===== config.mk =====
export PLATFORM = sky130hd
export DESIGN_NAME = ecc_scalar_mult_core
export DESIGN_NICKNAME = d
export VERILOG_FILES = /design/src/rtl/ecc_scalar_mult_core.sv
export SDC_FILE = /design/constraint.sdc
export NUM_CORES = 1
export LEC_CHECK = 0
export CAP_MARGIN = 25
export CORE_ASPECT_RATIO = 0.8
export CORE_MARGIN = 1
export CORE_UTILIZATION = 40
export CTS_CLUSTER_SIZE = 28
export DETAILED_ROUTE_END_ITERATION = 10
export PLACE_DENSITY = 0.65
export SYNTH_ARGS = -nofsm -noshare
export SYNTH_HDL_FRONTEND = slang
export SYNTH_SLANG_ARGS = --single-unit

===== constraint.sdc =====
create_clock -name i_clk -period 8.4 [get_ports i_clk]
set_clock_uncertainty 0.2 [all_clocks]
set_input_delay 1.26 -clock i_clk [delete_from_list [all_inputs] [get_ports i_clk]]
set_output_delay 1.26 -clock i_clk [all_outputs]
set_load 0.01 [all_outputs]

===== src/rtl/ecc_scalar_mult_core.sv =====
// ecc_scalar_mult_core: affine ECC scalar multiplier kP over GF(prime), sequential datapath.
// Optional feature: define ECC_CYCLE_CNT_EN to add the cycles[15:0] start-to-done counter output.
module ecc_scalar_mult_core #(
   parameter int WIDTH = 8
) (
   input  logic             i_clk,
   input  logic             i_rst,
   input  logic             i_start,
   input  logic [WIDTH-1:0] a,
   input  logic [WIDTH-1:0] prime,
   input  logic [WIDTH-1:0] Px,
   input  logic [WIDTH-1:0] Py,
   input  logic [WIDTH-1:0] k,
   output logic [WIDTH-1:0] kPx,
   output logic [WIDTH-1:0] kPy,
   output logic             done,
   output logic             busy,
   output logic             inf
`ifdef ECC_CYCLE_CNT_EN
   ,output logic [15:0]     cycles
`endif
);
   localparam int CW = $clog2(WIDTH + 1);
   typedef enum logic [2:0] {IDLE, LOAD, SCAN, DBL, ADD, FIN} state_t;
   state_t state_q, pt_next;
   logic [WIDTH-1:0] a_q, p_q, px_q, py_q, k_q, rx_q, ry_q, t0_q, t1_q, lam_q;
   logic [WIDTH-1:0] kpx_q, kpy_q, opx_q, opy_q, mx, my, x2;
   logic             rinf_q, bit_q, wait_q, done_q, busy_q, inf_q, go_q, op_inv_q, mul_ph;
   logic [CW-1:0]    cnt_q;
   logic [3:0]       ph_q;
   logic [WIDTH-1:0] m_acc_q, m_acc_d, m_x_q, m_y_q, iv_base_q, iv_exp_q, e_res_q;
   logic [CW-1:0]    m_cnt_q, iv_cnt_q;
   logic             m_run_q, iv_run_q, iv_sq_q, e_done_q;

   function automatic logic [WIDTH-1:0] madd(input logic [WIDTH-1:0] x, y);
      logic [WIDTH:0] s;
      s = {1'b0, x} + {1'b0, y};
      return (s >= {1'b0, p_q}) ? WIDTH'(s - {1'b0, p_q}) : s[WIDTH-1:0];
   endfunction

   function automatic logic [WIDTH-1:0] msub(input logic [WIDTH-1:0] x, y);
      logic [WIDTH:0] s;
      s = {1'b0, x} - {1'b0, y};
      return (x >= y) ? s[WIDTH-1:0] : WIDTH'(s + {1'b0, p_q});
   endfunction

   function automatic logic [WIDTH-1:0] mstep(input logic [WIDTH-1:0] acc, x, input logic b);
      logic [WIDTH:0] d, s;
      d = {acc, 1'b0};
      d = (d >= {1'b0, p_q}) ? d - {1'b0, p_q} : d;
      s = b ? {1'b0, d[WIDTH-1:0]} + {1'b0, x} : {1'b0, d[WIDTH-1:0]};
      return (s >= {1'b0, p_q}) ? WIDTH'(s - {1'b0, p_q}) : s[WIDTH-1:0];
   endfunction

   // Micro-op operand selection: phases 1,7,8,9,13 use the multiplier/inverter engine
   always_comb begin
      m_acc_d = mstep(m_acc_q, m_x_q, m_y_q[WIDTH-1]);
      x2      = (state_q == ADD) ? px_q : rx_q;
      pt_next = (state_q == DBL && bit_q) ? ADD : SCAN;
      mul_ph  = ph_q == 4'd1 || ph_q == 4'd7 || ph_q == 4'd8 || ph_q == 4'd9 || ph_q == 4'd13;
      mx      = (ph_q == 4'd1) ? rx_q : (ph_q == 4'd8) ? t0_q : (ph_q == 4'd7) ? t1_q : lam_q;
      my      = (ph_q == 4'd1) ? rx_q : (ph_q == 4'd8 || ph_q == 4'd13) ? t1_q : lam_q;
   end

   // Engine: bit-serial MSB-first modmul; inversion chains square/multiply over exponent prime-2
   always_ff @(posedge i_clk or negedge i_rst) begin
      if (!i_rst) begin
         m_acc_q   <= '0;
         m_x_q     <= '0;
         m_y_q     <= '0;
         m_cnt_q   <= '0;
         m_run_q   <= 1'b0;
         iv_run_q  <= 1'b0;
         iv_sq_q   <= 1'b0;
         iv_base_q <= '0;
         iv_exp_q  <= '0;
         iv_cnt_q  <= '0;
         e_res_q   <= '0;
         e_done_q  <= 1'b0;
      end else begin
         e_done_q <= 1'b0;
         if (go_q) begin
            m_acc_q   <= '0;
            m_cnt_q   <= CW'(WIDTH - 1);
            m_run_q   <= 1'b1;
            iv_run_q  <= op_inv_q;
            iv_sq_q   <= 1'b1;
            iv_base_q <= opx_q;
            iv_exp_q  <= p_q - WIDTH'(2);
            iv_cnt_q  <= CW'(WIDTH - 1);
            m_x_q     <= op_inv_q ? WIDTH'(1) : opx_q;
            m_y_q     <= op_inv_q ? WIDTH'(1) : opy_q;
         end else if (m_run_q) begin
            m_acc_q <= m_acc_d;
            m_y_q   <= m_y_q << 1;
            m_cnt_q <= m_cnt_q - CW'(1);
            if (m_cnt_q == '0) begin
               m_acc_q <= '0;
               m_cnt_q <= CW'(WIDTH - 1);
               if (iv_run_q && iv_sq_q && iv_exp_q[WIDTH-1]) begin
                  m_x_q   <= m_acc_d;
                  m_y_q   <= iv_base_q;
                  iv_sq_q <= 1'b0;
               end else if (iv_run_q && iv_cnt_q != '0) begin
                  m_x_q    <= m_acc_d;
                  m_y_q    <= m_acc_d;
                  iv_sq_q  <= 1'b1;
                  iv_cnt_q <= iv_cnt_q - CW'(1);
                  iv_exp_q <= iv_exp_q << 1;
               end else begin
                  e_res_q  <= m_acc_d;
                  e_done_q <= 1'b1;
                  m_run_q  <= 1'b0;
                  iv_run_q <= 1'b0;
               end
            end
         end
      end
   end

   // Main FSM: double-and-add scan with micro-phased point doubling/addition
   always_ff @(posedge i_clk or negedge i_rst) begin
      if (!i_rst) begin
         state_q  <= IDLE;
         a_q      <= '0;
         p_q      <= '0;
         px_q     <= '0;
         py_q     <= '0;
         k_q      <= '0;
         rx_q     <= '0;
         ry_q     <= '0;
         t0_q     <= '0;
         t1_q     <= '0;
         lam_q    <= '0;
         kpx_q    <= '0;
         kpy_q    <= '0;
         opx_q    <= '0;
         opy_q    <= '0;
         rinf_q   <= 1'b0;
         bit_q    <= 1'b0;
         wait_q   <= 1'b0;
         done_q   <= 1'b0;
         busy_q   <= 1'b0;
         inf_q    <= 1'b0;
         go_q     <= 1'b0;
         op_inv_q <= 1'b0;
         cnt_q    <= '0;
         ph_q     <= '0;
      end else begin
         go_q   <= 1'b0;
         done_q <= 1'b0;
         case (state_q)
            IDLE: if (i_start) begin
               a_q     <= a;
               p_q     <= prime;
               px_q    <= Px;
               py_q    <= Py;
               k_q     <= k;
               busy_q  <= 1'b1;
               state_q <= LOAD;
            end
            LOAD: begin
               rinf_q  <= 1'b1;
               rx_q    <= '0;
               ry_q    <= '0;
               cnt_q   <= CW'(WIDTH);
               ph_q    <= '0;
               wait_q  <= 1'b0;
               state_q <= (k_q == '0) ? FIN : SCAN;
            end
            SCAN: if (cnt_q == '0) state_q <= FIN;
            else begin
               cnt_q   <= cnt_q - CW'(1);
               bit_q   <= k_q[WIDTH-1];
               k_q     <= k_q << 1;
               ph_q    <= '0;
               state_q <= DBL;
            end
            DBL, ADD: if (mul_ph) begin
               if (!wait_q) begin
                  go_q     <= 1'b1;
                  op_inv_q <= ph_q == 4'd7;
                  opx_q    <= mx;
                  opy_q    <= my;
                  wait_q   <= 1'b1;
               end else if (e_done_q) begin
                  wait_q <= 1'b0;
                  ph_q   <= ph_q + 4'd1;
                  if (ph_q == 4'd8) lam_q <= e_res_q;
                  else if (ph_q == 4'd7 || ph_q == 4'd13) t1_q <= e_res_q;
                  else t0_q <= e_res_q;
               end
            end else begin
               ph_q <= ph_q + 4'd1;
               case (ph_q)
                  4'd0: if (state_q == DBL) begin
                     if (rinf_q || ry_q == '0) begin
                        rinf_q  <= 1'b1;
                        ph_q    <= '0;
                        state_q <= pt_next;
                     end
                  end else if (rinf_q) begin
                     rx_q    <= px_q;
                     ry_q    <= py_q;
                     rinf_q  <= 1'b0;
                     ph_q    <= '0;
                     state_q <= SCAN;
                  end else if (rx_q != px_q) ph_q <= 4'd6;
                  else if (ry_q != py_q || ry_q == '0) begin
                     rinf_q  <= 1'b1;
                     ph_q    <= '0;
                     state_q <= SCAN;
                  end
                  4'd2: t1_q <= madd(t0_q, t0_q);
                  4'd3: t0_q <= madd(t1_q, t0_q);
                  4'd4: t0_q <= madd(t0_q, a_q);
                  4'd5: begin
                     t1_q <= madd(ry_q, ry_q);
                     ph_q <= 4'd7;
                  end
                  4'd6: begin
                     t0_q <= msub(py_q, ry_q);
                     t1_q <= msub(px_q, rx_q);
                  end
                  4'd10: t0_q <= msub(t0_q, rx_q);
                  4'd11: t0_q <= msub(t0_q, x2);
                  4'd12: t1_q <= msub(rx_q, t0_q);
                  4'd14: begin
                     rx_q    <= t0_q;
                     ry_q    <= msub(t1_q, ry_q);
                     rinf_q  <= 1'b0;
                     ph_q    <= '0;
                     state_q <= pt_next;
                  end
                  default: ;
               endcase
            end
            FIN: begin
               kpx_q   <= rinf_q ? '0 : rx_q;
               kpy_q   <= rinf_q ? '0 : ry_q;
               inf_q   <= rinf_q;
               done_q  <= 1'b1;
               busy_q  <= 1'b0;
               state_q <= IDLE;
            end
            default: state_q <= IDLE;
         endcase
      end
   end

`ifdef ECC_CYCLE_CNT_EN
   logic [15:0] run_q, cyc_q, run_inc;

   assign run_inc = (run_q == 16'hFFFF) ? run_q : run_q + 16'd1;

   // Saturating start-to-done cycle count, published when the result is issued
   always_ff @(posedge i_clk or negedge i_rst) begin
      if (!i_rst) begin
         run_q <= '0;
         cyc_q <= '0;
      end else begin
         if (state_q == IDLE && i_start) run_q <= 16'd1;
         else if (busy_q) run_q <= run_inc;
         if (state_q == FIN) cyc_q <= run_inc;
      end
   end

   assign cycles = cyc_q;
`endif

   assign kPx  = kpx_q;
   assign kPy  = kpy_q;
   assign done = done_q;
   assign busy = busy_q;
   assign inf  = inf_q;
endmodule


* Yosys cells after proc, flatten, opt, wreduce, memory -nomap -nowiden
Cells that the tools add are included.
** Word-level totals
- Register bits :: 191
- Input port bits :: 43
- Output and inout bits :: 19
- Logic and storage cells :: 308
** Operators by class
- $add $sub $neg :: 28
- $lt $le $gt $ge :: 12
- Equality and inequality tests :: 40
- Multiplexer cells :: 137
- Bitwise operators :: 5
- Reduce and logical (&&, ||, !) cells :: 49
** Operators by type and width (count)
- 2-to-1 mux 8 bit :: 58
- subtractor 8 bit :: 12
- one-hot mux 8 bit (2 select lines) :: 5
- 2-to-1 mux 4 bit :: 18
- >= comparator 9 x 8 -> 1 bit :: 6
- adder 8 bit :: 6
- >= comparator 8 bit :: 6
- adder 8 x 8 -> 9 bit :: 5
- one-hot mux 8 bit (5 select lines) :: 1
- 2-to-1 mux 1 bit :: 34
- one-hot mux 8 bit (4 select lines) :: 1
- 2-to-1 mux 3 bit :: 10
- == test 4 bit (second input constant) :: 7
- one-hot mux 4 bit (3 select lines) :: 2
- inequality test 2 bit (second input constant) :: 9
- AND reduction 6 bit :: 3
- == test 4 x 3 -> 1 bit (second input constant) :: 4
- logical NOT 8 bit :: 2
- inequality test 8 bit :: 2
- AND reduction 4 bit :: 4
- AND reduction 5 bit :: 3
- nonzero test 2 bit :: 7
- logical NOT 4 bit :: 3
- inequality test 3 bit (second input constant) :: 4
- 28 further kinds :: 59

* Depth between registers and ports, before layout
- Word-level depth :: 11
- Mapped depth :: 28
- Depth with buffers taken out :: 26

* Worst setup path after synthesis
OpenSTA, ideal clock, no wires.
- Kind :: reg-to-reg
- Start :: register p_q[1]
- End :: register m_y_q[2]
- Setup time :: 0.137 ns
- Arrival :: 5.267 ns
- Required time :: 8.063 ns
- Slack :: 2.795 ns
- Cell stages (with the launch flop) :: 27
- Buffers on the path :: 2
- Period minus slack after synthesis :: 5.605 ns
- Cell sequence :: dfrtp_1 -> inv_1 -> ha_1 -> ha_1 -> nand4_1 -> nor2_1 -> nor3_1 -> a21o_1 -> buf_6 -> mux2i_1 -> inv_1 -> ha_1 -> nor2b_1 -> o31a_1 -> nor2_1 -> xnor2_1 -> mux2_2 -> ha_1 -> nand4_1 -> o21bai_1 -> nor3_1 -> a21oi_1 -> nor2_1 -> buf_2 -> or3_1 -> o211ai_1 -> a31oi_1
** On the way
- Word-level cells in the longest chain between the ends :: 11
- Elaborated cells on any way between the ends :: 13
- Classes of those cells :: add/sub (3); order compare (2); mux (8)
** RTL lines
- from (decl) :: line 26 : logic [WIDTH-1:0] a_q, p_q, px_q, py_q, k_q, rx_q, ry_q, t0_q, t1_q, lam_q;
- from (signal assigned) :: line 155 : p_q <= prime;
- subtractor 8 bit / >= comparator 9 x 8 -> 1 bit (equally long branches) :: line 50 : d = (d >= {1'b0, p_q}) ? d - {1'b0, p_q} : d;
- 2-to-1 mux 8 bit :: line 50
- adder 8 x 8 -> 9 bit :: line 51 : s = b ? {1'b0, d[WIDTH-1:0]} + {1'b0, x} : {1'b0, d[WIDTH-1:0]};
- 2-to-1 mux 9 bit :: line 51
- subtractor 8 bit / >= comparator 9 x 8 -> 1 bit (equally long branches) :: line 52 : return (s >= {1'b0, p_q}) ? WIDTH'(s - {1'b0, p_q}) : s[WIDTH-1:0];
- 2-to-1 mux 8 bit (*) :: line 52
- 2-to-1 mux 8 bit (*) :: line 104 : end else if (iv_run_q && iv_cnt_q != '0) begin
- 2-to-1 mux 8 bit (*) :: line 100 : if (iv_run_q && iv_sq_q && iv_exp_q[WIDTH-1]) begin
- 2-to-1 mux 8 bit (*) :: line 97 : if (m_cnt_q == '0) begin
- 2-to-1 mux 8 bit (*) :: line 93 : end else if (m_run_q) begin
- 2-to-1 mux 8 bit (*) :: line 82 : if (go_q) begin
- to (signal assigned) :: line 92 : m_y_q <= op_inv_q ? WIDTH'(1) : opy_q;
- to (signal assigned) :: line 95 : m_y_q <= m_y_q << 1;
- to (signal assigned) :: line 102 : m_y_q <= iv_base_q;
- to (decl) :: line 31 : logic [WIDTH-1:0] m_acc_q, m_acc_d, m_x_q, m_y_q, iv_base_q, iv_exp_q, e_res_q;
Mark *: on every way between the ends. The rest lies on a longest branch, timed or not. The select of a mux whose other input is x is not followed.
A chain may end at the register's enable or synchronous reset.

* Worst setup path in the final report
- Start :: register p_q[6]
- End :: register m_x_q[0]
** On the way
- Word-level cells in the longest chain between the ends :: 11
- Elaborated cells on any way between the ends :: 13
- Classes of those cells :: add/sub (3); order compare (2); mux (8)
** RTL lines
- >= comparator 9 x 8 -> 1 bit / subtractor 8 bit (equally long branches) :: line 50
- 2-to-1 mux 8 bit :: line 50
- adder 8 x 8 -> 9 bit :: line 51
- 2-to-1 mux 9 bit :: line 51
- subtractor 8 bit / >= comparator 9 x 8 -> 1 bit (equally long branches) :: line 52
- 2-to-1 mux 8 bit (*) :: line 52
- 2-to-1 mux 8 bit :: line 104
- 2-to-1 mux 8 bit (*) :: line 100
- 2-to-1 mux 8 bit (*) :: line 97
- 2-to-1 mux 8 bit (*) :: line 93
- 2-to-1 mux 8 bit (*) :: line 82
- to (signal assigned) :: line 91 : m_x_q <= op_inv_q ? WIDTH'(1) : opx_q;
- to (signal assigned) :: line 101 : m_x_q <= m_acc_d;
- to (signal assigned) :: line 105 : m_x_q <= m_acc_d;
- to (decl) :: line 31
Marked as above.

==> results.cfg <==
[grt]
antenna_found_initial = 0
grt_overflow = 0
grt_max_degree = 92
grt_pass1_wl_um = 93600
grt_pass1_vias = 15100
grtUsageTotal_pct = 27.8

[worst_setup_path]
crit_slowest_cell = dfrtp_1
cp_max_fo = 11
cp_num_cells = 22
worstSetupEndpointType = flip-flop
crit_type = reg2reg
rr_worst_depth = 22
slowest_delay_ns = 0.61
r2r_end = m_x_q[0]
rrSetupSlack_ns = 1.62
r2r-start = p_q[6]
crit_required_ns = 8.58
path_delay_family = compound AO/OA/AOI/OAI gates
cp_num_buf_inv = 3
crit_start = p_q[6]
cp-endpoint = m_x_q[0]
worstSetupStartpointType = flip-flop
crit_chain = inv_1 > ha_1 > a2111oi_0 > o2bb2ai_1 > a21o_1 > mux2i_2 > inv_1 > ha_1 > a21oi_1 > inv_1 > a21oi_1 > xnor2_1 > nand2_1 > o21ai_0 > ha_1 > o21a_1 > o31a_1 > o31a_1 > o31a_1 > nor2_1 > mux2_2 > a221oi_1
critPathArrivalTime_ns = 6.96

[detailed_routing]
met3_wirelength_um = 7290
met2WireLength_um = 24400
highest_layer = met4
wl_per_cell_um = 23.2
drt_iter0_markers = 2008
dr.pass1.iters = 6
drcViolationCount = 0
vias = 16400
antenna_left = 0
wl_met1_um = 28700
avgViaCountPerCell = 6.17
routed_wl_um = 61700

[sta]
final-max-slew-violation-count = 0
setup_viol = 0
tightest_slew_ns = 1.02
period_needed_ns = 6.78
tns_ns = 0
relSlewSlack_pct = 32.1
rsz0062_at_grt = false
max_freq_mhz = 148
hold_violations = 0
timing.final.crit_share_pct = 80.7

[final_layout]
synthToLayoutAreaGrowth_pct = 9.64
antenna_cells = 0
finalInstanceArea_mm2 = 0.0191
nets = 2322
drive_gt1_share_pct = 6.48

[yosys]
ys_warn_count = 0
synth_top_area_share_pct = 27.4
netlist_instances = 2075
synthFlopType = dfrtp_1
synth_area_leaders = dfrtp_1 (27%), ha_1 (12%), o21ai_0 (5.0%)
async_flop_share_pct = 100
synth_cell_types = 103
yosys_register_bits = 191
seq_area_frac_synth_pct = 27.4
syn_nets = 2310
synth_top_area_cell = dfrtp_1
syn_avg_cell_area_um2 = 8.40
synth_edf_count = 0
synth_area_mm2 = 0.0174

[flow_run]
drv_cap = 0

[clock_tree]
clockBufferDepth = 2
cts_setup_buffers = 0
cts_buffers = 17
h-tree-depth = 4
cts_sinks = 191
hold_buffers = 0
cts_resized = 0
clk_pin_slew_worst_paths_ns = 0.08
clk_latency_ns = 0.47
cts_tree = yes
cts-root-buf = clkbuf_16

[floorplanning]
start_util_pct = 40.5
dieArea_mm2 = 0.0444
num_rows = 68
fp.dieH_um = 189
ios = 62
coreArea_mm2 = 0.0431
die_x_um = 235

[place]
placed_area_mm2 = 0.0185
globalplace.congestion = 1.02
hpwl_um = 48000
portBuffers = 61

[worst_hold_path]
hp-class = reg2reg

[run_status]
outcome = complete, no violations
[synthesized netlist by cell type, drive strengths merged (48+ instances only)]
master  count
mux2i      65
inv       115
nand3      59
o21ai     189
nor3       48
nand2     209
nor2      177
ha        171
clkbuf     56
dfrtp     191
xnor2      77
a21oi     154
[routing by layer]
metal,up-vias,track usage (%)
met5,-,0
met3,95,7.95
met1,7910,42.1
li1,7541,-
met2,859,37.8
met4,0,7.04
[through the flow]
stage	hold WS, ns	worst slack [ns]	cells	utilization (%)
after floorplan	0.245	2.80	2075	-
after global placement	0.261	1.87	2627	43.0
after detailed placement	0.270	1.81	2627	43.0
after CTS	0.284	1.73	2658	44.3
after global routing	0.304	1.07	2659	44.4
final	0.278	1.62	2659	44.4
[cells by family (layout without fill, tap and decap cells)]
kind of cell,after synthesis,in the layout,synth area share (%)
compound gates,627,627,23.4
buf+inv,199,223,4.62
fa+ha+maj,192,192,14.7
mux,112,112,6.88
simple gates,643,643,17.4
flops,191,191,27.4
xor+xnor,111,111,5.65
[layout make-up]
cell class                 instances  area [um2]
tap                              560         701
fill                            4239       23900
sequential                       191        4780
multi-input combinational       1685       11900
clock inverter                     9         120
inverter                         116         435
timing repair buffer              76         747
clock buffer                      22         474
[worst register-to-register path, stage by stage, from the launching register on]
cell and delay [ns]:
dfrtp_1 0.61, inv_1 0.34, ha_1 0.44, a2111oi_0 0.45
o2bb2ai_1 0.20, a21o_1 0.37, mux2i_2 0.41, inv_1 0.09
ha_1 0.28, a21oi_1 0.19, inv_1 0.06, a21oi_1 0.17
xnor2_1 0.14, nand2_1 0.08, o21ai_0 0.20, ha_1 0.35
o21a_1 0.12, o31a_1 0.13, o31a_1 0.28, o31a_1 0.28
nor2_1 0.57, mux2_2 0.47, a221oi_1 0.26
[cell usage in the layout (no fill, tap or decap), types with 12 or more instances in the layout]
cell               n
mux2_2            46
o31ai_1           24
nor2_1           175
a31oi_1           27
xor2_1            33
ha_1             171
nor2b_1           37
clkbuf_16         17
xnor2_1           77
a211oi_1          15
o21a_1            26
inv_1            114
o211ai_1          21
dfrtp_1          191
o21ai_0          175
nand2b_1          19
and3_1            18
a21o_1            28
nand4_1           16
buf_4             14
o21bai_1          12
nand2_1          207
nand3_1           59
clkdlybuf4s50_1   60
nor3_1            46
fa_1              21
a21oi_1          154
mux2i_1           63
[state kept, by name, summed over array words and instances, names as in the netlist, 8 cells and up]
register   cells
py_q           8
m_y_q          8
iv_exp_q       8
t1_q           8
px_q           8
t0_q           8
m_acc_q        8
opx_q          8
iv_base_q      8
m_x_q          8
e_res_q        8
ry_q           8
k_q            8
lam_q          8
a_q            8
opy_q          8
p_q            8
kPy            8
rx_q           8
kPx            8
[how the worst min path moves through the flow]
stage / start / depth (start not counted) / slack, ns / endpoint
after global placement: busy / 1 / 0.26 / busy
final: kPx[3] / 2 / 0.28 / kPx[3]
after global routing: kPx[1] / 2 / 0.30 / kPx[1]
after CTS: kPx[3] / 2 / 0.28 / kPx[3]
after detailed placement: kPx[1] / 2 / 0.27 / kPx[1]
after floorplan: opy_q[0] / 2 / 0.24 / opy_q[0]
Power is not shown: default switching activity piles up to over one toggle a cycle in this logic, so the estimate is an artifact.
